--- src/rtl/m1_session_ctrl.sv ---
// Session controller that shares one M1 ticket FSM between two stations: round-robin
// start arbitration, M-pulse forwarding for the granted station, ack/idle/hold timeouts.
module m1_session_ctrl #(
  parameter int TIMEOUT_CYC = 100_000_000,
  parameter int HOLD_CYC    = 200_000_000,
  parameter int ACK_CYC     = 4,
  parameter int CNT_W       = 28
) (
  input  logic       clk,
  input  logic       R,
  input  logic [1:0] req_t,
  input  logic [1:0] req_m,
  input  logic       m1_T,
  input  logic       m1_V,
  input  logic [1:0] m1_D,
  output logic       iT,
  output logic       iM,
  output logic       m1_clr,
  output logic [1:0] grant,
  output logic       busy,
  output logic [1:0] disp,
  output logic       timeout,
  output logic       err
);

  typedef enum logic [2:0] {
    IDLE    = 3'd0,
    START   = 3'd1,
    ACK     = 3'd2,
    COLLECT = 3'd3,
    DONE    = 3'd4,
    CLEAR   = 3'd5
  } state_t;

  localparam logic [CNT_W-1:0] ACK_LIM  = CNT_W'(ACK_CYC - 1);
  localparam logic [CNT_W-1:0] TO_LIM   = CNT_W'(TIMEOUT_CYC - 1);
  localparam logic [CNT_W-1:0] HOLD_LIM = CNT_W'(HOLD_CYC - 1);
  localparam logic [CNT_W-1:0] CNT_ONE  = CNT_W'(1);

  state_t           state, state_nxt;
  logic [CNT_W-1:0] cnt, cnt_nxt;
  logic             sel, sel_nxt;
  logic             ptr, ptr_nxt;
  logic             err_nxt;
  logic             im_nxt;
  logic             fwd;

  assign fwd = req_m[sel];

  always_comb begin
    // NOTE: every variable gets a default before the case so no path leaves it unassigned (no latch).
    state_nxt = state;
    cnt_nxt   = cnt;
    sel_nxt   = sel;
    ptr_nxt   = ptr;
    err_nxt   = err;
    im_nxt    = 1'b0;
    timeout   = 1'b0;

    unique case (state)
      IDLE: begin
        cnt_nxt = '0;
        if (req_t != 2'b00) begin
          sel_nxt   = (req_t == 2'b11) ? ptr : req_t[1];
          state_nxt = START;
        end
      end
      START: begin
        cnt_nxt   = '0;
        state_nxt = ACK;
      end
      ACK: begin
        if (m1_T) begin
          cnt_nxt   = '0;
          state_nxt = COLLECT;
        end else if (cnt >= ACK_LIM) begin
          err_nxt   = 1'b1;
          state_nxt = CLEAR;
        end else begin
          cnt_nxt = cnt + CNT_ONE;
        end
      end
      COLLECT: begin
        // A V arriving together with the last idle cycle completes the sale rather than aborting it.
        if (m1_V) begin
          cnt_nxt   = '0;
          state_nxt = DONE;
        end else if (fwd) begin
          cnt_nxt = '0;
          im_nxt  = 1'b1;
        end else if (cnt >= TO_LIM) begin
          timeout   = 1'b1;
          state_nxt = CLEAR;
        end else begin
          cnt_nxt = cnt + CNT_ONE;
        end
      end
      DONE: begin
        if (cnt >= HOLD_LIM) begin
          cnt_nxt   = '0;
          state_nxt = CLEAR;
        end else begin
          cnt_nxt = cnt + CNT_ONE;
        end
      end
      CLEAR: begin
        cnt_nxt   = '0;
        ptr_nxt   = ~sel;
        state_nxt = IDLE;
      end
      default: begin
        cnt_nxt   = '0;
        state_nxt = IDLE;
      end
    endcase
  end

  always_ff @(posedge clk) begin
    // NOTE: state registers use non-blocking assignment so all flops update from pre-edge values.
    if (R) begin
      state <= IDLE;
      cnt   <= '0;
      sel   <= 1'b0;
      ptr   <= 1'b0;
      err   <= 1'b0;
      iM    <= 1'b0;
    end else begin
      state <= state_nxt;
      cnt   <= cnt_nxt;
      sel   <= sel_nxt;
      ptr   <= ptr_nxt;
      err   <= err_nxt;
      iM    <= im_nxt;
    end
  end

  assign busy   = (state != IDLE);
  assign iT     = (state == START);
  assign m1_clr = (state == CLEAR);
  assign grant  = busy ? (sel ? 2'b10 : 2'b01) : 2'b00;
  assign disp   = busy ? m1_D : 2'b00;

endmodule
--- config.mk ---
export PLATFORM = sky130hd
export DESIGN_NAME = m1_session_ctrl
export DESIGN_NICKNAME = d
export VERILOG_FILES = /design/src/rtl/m1_session_ctrl.sv
export SDC_FILE = /design/constraint.sdc
export NUM_CORES = 1
export LEC_CHECK = 0
export ABC_AREA = 1
export CAP_MARGIN = 20
export CELL_PAD_IN_SITES_DETAIL_PLACEMENT = 1
export CELL_PAD_IN_SITES_GLOBAL_PLACEMENT = 1
export CORE_UTILIZATION = 44
export DETAILED_ROUTE_END_ITERATION = 12
export PLACE_DENSITY_LB_ADDON = 0.1
export SYNTH_ARGS = -nofsm -noshare
export SYNTH_HDL_FRONTEND = slang
export SYNTH_SLANG_ARGS = --single-unit
--- constraint.sdc ---
create_clock -name clk -period 4.83 [get_ports clk]
set_input_delay 0.966 -clock clk [delete_from_list [all_inputs] [get_ports clk]]
set_output_delay 0.966 -clock clk [all_outputs]
set_load 0.005 [all_outputs]
* After elaboration in Yosys (flattened, before gate mapping)
Index checks and enable logic that the tools add are counted.
Word-level totals: flip-flop bits (word level) 35, input port bits 10, output and inout bits 10, logic and storage cells 61
Cells by class: add/sub/neg operators 1, magnitude comparators 4, equality and inequality tests 13, muxes and demuxes 26, bitwise gates (word level) 3, reductions and logical operators 8
Operator list (number):
- 28-bit 2-to-1 mux | 6
- 28-bit case mux with 3 select lines | 1
- 28-bit by 1-bit adder with 28-bit output, second input constant | 1
- 28-bit by 2-bit >= comparator with 1-bit output, second input constant | 1
- 28-bit by 27-bit >= comparator with 1-bit output, second input constant | 1
- 28-bit >= comparator, second input constant | 1
- 3-bit 2-to-1 mux | 7
- 3-bit case mux with 5 select lines | 1
- 3-bit != test, second input constant | 4
- 1-bit 2-to-1 mux | 8
- 3-bit by 2-bit == test with 1-bit output, second input constant | 2
- 3-bit == test, second input constant | 2
- 2-bit 2-to-1 mux | 3
- 5-bit AND reduction | 1
- 2-bit != test, second input constant | 2
- 4-bit != test, second input constant | 1
- 2-bit AND reduction | 2
- 3-bit by 1-bit == test with 1-bit output, second input constant | 1
- 3-bit zero test | 1
- 1-bit inverter | 3
- 3-bit AND reduction | 1
- 3-bit nonzero test | 1
- 3-bit OR reduction | 1
- 2-bit == test, second input constant | 1
- other kinds (2) | 2

* Longest topological paths before layout
word-level depth 5, gate-level depth with buffers 15, mapped depth without buffers 14

* Worst setup path after synthesis
No wires, ideal clock.
path kind input port to output port, from input req_m[1], to output timeout, arrival 1780 ps, required time 3864 ps, setup slack 2084 ps, cell stages on the path 6, path buffers 1, path through or2_1 > o21a_1 > nor2_8 > nand2_4 > buf_4 > inv_1
On the way: cells in the longest elaborated chain, start to end 5
Ends and longest elaborated chain:
- start: declaration | line 12 | input logic [1:0] req_m,
- 1-bit 2-to-1 mux (not written as such) (2 in a row) | line 48 | assign fwd = req_m[sel];
- 1-bit 2-to-1 mux | line 88 | end else if (fwd) begin
- 1-bit 2-to-1 mux | line 85 | if (m1_V) begin
- 1-bit 2-to-1 mux | line 60 | unique case (state)
- end: declaration | line 22 | output logic timeout,
No other way between the ends. The select of a mux whose other input is x is not followed.

* Worst setup path in the final report
Same ends and word-level chain as after synthesis.

==> flow_summary.yaml <==
outcome:
  outcome: "completed"
final_layout:
  seqCellArea_um2: 701
  finalNetCount: 419
  multi_input_area_um2: 1460
  post-route-util_pct: 52.2
  drive_gt1_share_pct: 11.5
  fillers: 729
  areaGrowthSynthToFinish_pct: 11.5
  num_antenna_cells: 0
power_and_ir_drop:
  p_int_mw: 0.521
  clkPwrFrac_pct: 28.6
  comb_power_share_pct: 31.3
  p_sw_share_pct: 34.7
  p_switching_mw: 0.277
  leakagePower_nw: 1.15
  p_total_mw: 0.798
  p_seq_share_pct: 40.1
  vdd_drop_max_uv: 148
  power_density_nw_per_um2: 292
routing:
  vias: 2521
  wl_per_cell_um: 14.7
  drt-initial-drc-count: 130
  drtAntennaViolNets: 0
  firstDrtPassIters: 4
  viasPerCell: 5.27
  wirelength_um: 7040
  drc_errors: 0
clocking:
  cts_tree: "yes"
  cts_setup_buffers: 0
  hold_buffers: 0
  clk_latency_ps: 300
  cts_root_buf: "clkbuf_8"
  cts_resized: 0
  path_clk_slew_ps: 70
  cts_buffers: 5
  cts_max_path_buffers: 2
  cts_sinks: 35
  h-tree-depth: 2
synthesis:
  synth_nets: 401
  yosys.area.top_type: "dfxtp_1"
  syn_inst: 390
  syn_avg_cell_area_um2: 6.28
  ys_warn_count: 0
  synth-seq-cells: 35
  synth_top_area_share_pct: 28.6
  synth.area.top_cells: "dfxtp_1 (29%), nand2_1 (13%), nor2_1 (11%)"
  yosysSeqAreaShare_pct: 28.6
  netlist_area_um2: 2450
  synth_cell_types: 33
timing:
  hold_viol: 0
  hold_ws_ps: 498
  period_needed_ps: 3630
  setup-tns-final_ps: 0
  worstMarginPinSlew_ps: 536
  setup_ws_ps: 1200
  finalSetupViolations: 0
  fmax_mhz: 276
  skew_ps: 5.26
  slew_violations: 0
  relSlewSlack_pct: 64.1
  finalCritPeriodShare_pct: 75.1
  rsz0062_at_grt: "no"
placement:
  dp_hpwl_um: 5440
  place.port_buffers: 19
  pre_cts_slack_ps: 1190
  globalplace.congestion: 0.854
die:
  core_area_um2: 5240
  die_x_um: 76.6
  die-area_um2: 5870
  initial_utilization_pct: 46.8
  io_pins: 20
  chipHeight_um: 76.6
  placement_rows: 26
global_routing:
  grt_pass1_wl_um: 12100
  grt_use_total_pct: 26.0
  grt_antenna_before_repair: 0
  grt_max_degree: 21
  grt.overflow.total: 0
  grt_pass1_vias: 2529
worst_setup_path:
  critPathCaptureType: "primary output"
  arrival_ps: 2660
  cp_max_fo: 16
  cp.required_ps: 3860
  crit_type: "in -> out"
  start_kind: "primary input"
min_path:
  hold_class: "reg -> reg"
flow_run:
  cap_violations: 0
## registers in the layout (all words and copies together) (netlist names)
signal  flops
ptr         1
err         1
sel         1
cnt        28
iM          1
state       3
## placed cells by master, fill, tap and decap left out
master           netlist  final
ha_1                   1      1
nor2_4                 1      1
nor2_2                13     13
inv_2                  6      6
xor2_1                 9      9
o21bai_1               3      3
a21oi_1               15     15
nand4_1               15     15
or2_2                  1      1
inv_1                 47     47
nor3_1                15     15
dfxtp_1               35     35
o21ai_0                7      7
nor2_8                 1      1
nand3b_1               1      1
nor2_1                74     74
clkinv_2               0      1
nand2_1               83     83
or2_4                  1      1
nand2_2                6      6
o21ai_1                2      2
o211ai_1               1      1
a31oi_1                1      1
inv_4                  1      1
or2_1                  2      2
nand3_1               25     25
o221ai_1               1      1
nor4_1                 4      4
o21a_1                 1      1
nand3_2                5      5
a21oi_2                1      1
clkbuf_8               0      6
nand2_4                4      4
clkdlybuf4s50_1        0     19
## layout make-up
cell class / count / area share, %
well taps: 70 / 3.21
multi-input cells: 293 / 53.5
repair buffers: 19 / 6.96
clock inverters: 1 / 0.183
inverters: 54 / 7.51
flip-flops and latches: 35 / 25.6
clock buffers: 6 / 3.02
## critical path: stages
cell and delay, ps:
clkdlybuf4s50_1 410, or2_1 230, o21a_1 170, nor2_8 150, nand2_4 150, inv_1 80
clkdlybuf4s50_1 500
## cells by family after synthesis
kind of cell | count (synthesis) | synth area share, %
AND/OR/NAND/NOR | 251 | 48.5
buffers and inverters | 62 | 11.7
flip-flops | 35 | 28.6
AO/OA/AOI/OAI | 32 | 7.41
XOR/XNOR | 9 | 3.22
adder cells (fa/ha/maj) | 1 | 0.511
## through the flow
stage                     instance area (um^2)  cells
after floorplan                           2450    390
after detailed placement                  2650    471
final                                     2730    478
after global placement                    2650    471
after global routing                      2730    478
after CTS                                 2730    478
## routing by layer
metal	part of all wire [%]	routed length, um	track usage, %	up-vias
met5	0	0	0	-
met4	2.5	174	10.6	0
met3	3.4	239	4.67	16
met2	45	3140	41.6	45
met1	50	3490	34.5	1189
li1	-	-	-	1271
## synth_stat cells, drive strengths merged
| cell type | instances |
|---|---|
| nand2 | 93 |
| nor2 | 89 |
| inv | 54 |
| dfxtp | 35 |
| nand3 | 30 |
| a21oi | 16 |
| nand4 | 15 |
| nor3 | 15 |
| o21ai | 9 |
| xor2 | 9 |
| buf | 8 |
| nor4 | 4 |
| or2 | 4 |
| o21bai | 3 |
| a31oi | 1 |
| ha | 1 |
| nand3b | 1 |
| o211ai | 1 |
| o21a | 1 |
| o221ai | 1 |
## final timing paths
kind,slack [ps],to,cells after the start,startpoint
worst max-delay path,1200,timeout,7,req_m[1]
worst min-delay path,500,cnt[7],2,cnt[7]
worst max register to register,2440,cnt[7],11,cnt[15]
worst min register to register,500,cnt[7],2,cnt[7]
## power by group through the flow
| stage | Clock, mW | Sequential (mW) | Combinational (mW) |
|---|---|---|---|
| floorplan | 0 | 0.322 | 0.153 |
| global placement | 0 | 0.325 | 0.239 |
| detailed placement | 0 | 0.327 | 0.247 |
| CTS | 0.230 | 0.320 | 0.250 |
| global route | 0.241 | 0.321 | 0.277 |
| finish | 0.228 | 0.320 | 0.249 |
Note: power is estimated with default switching activity, not from simulation.
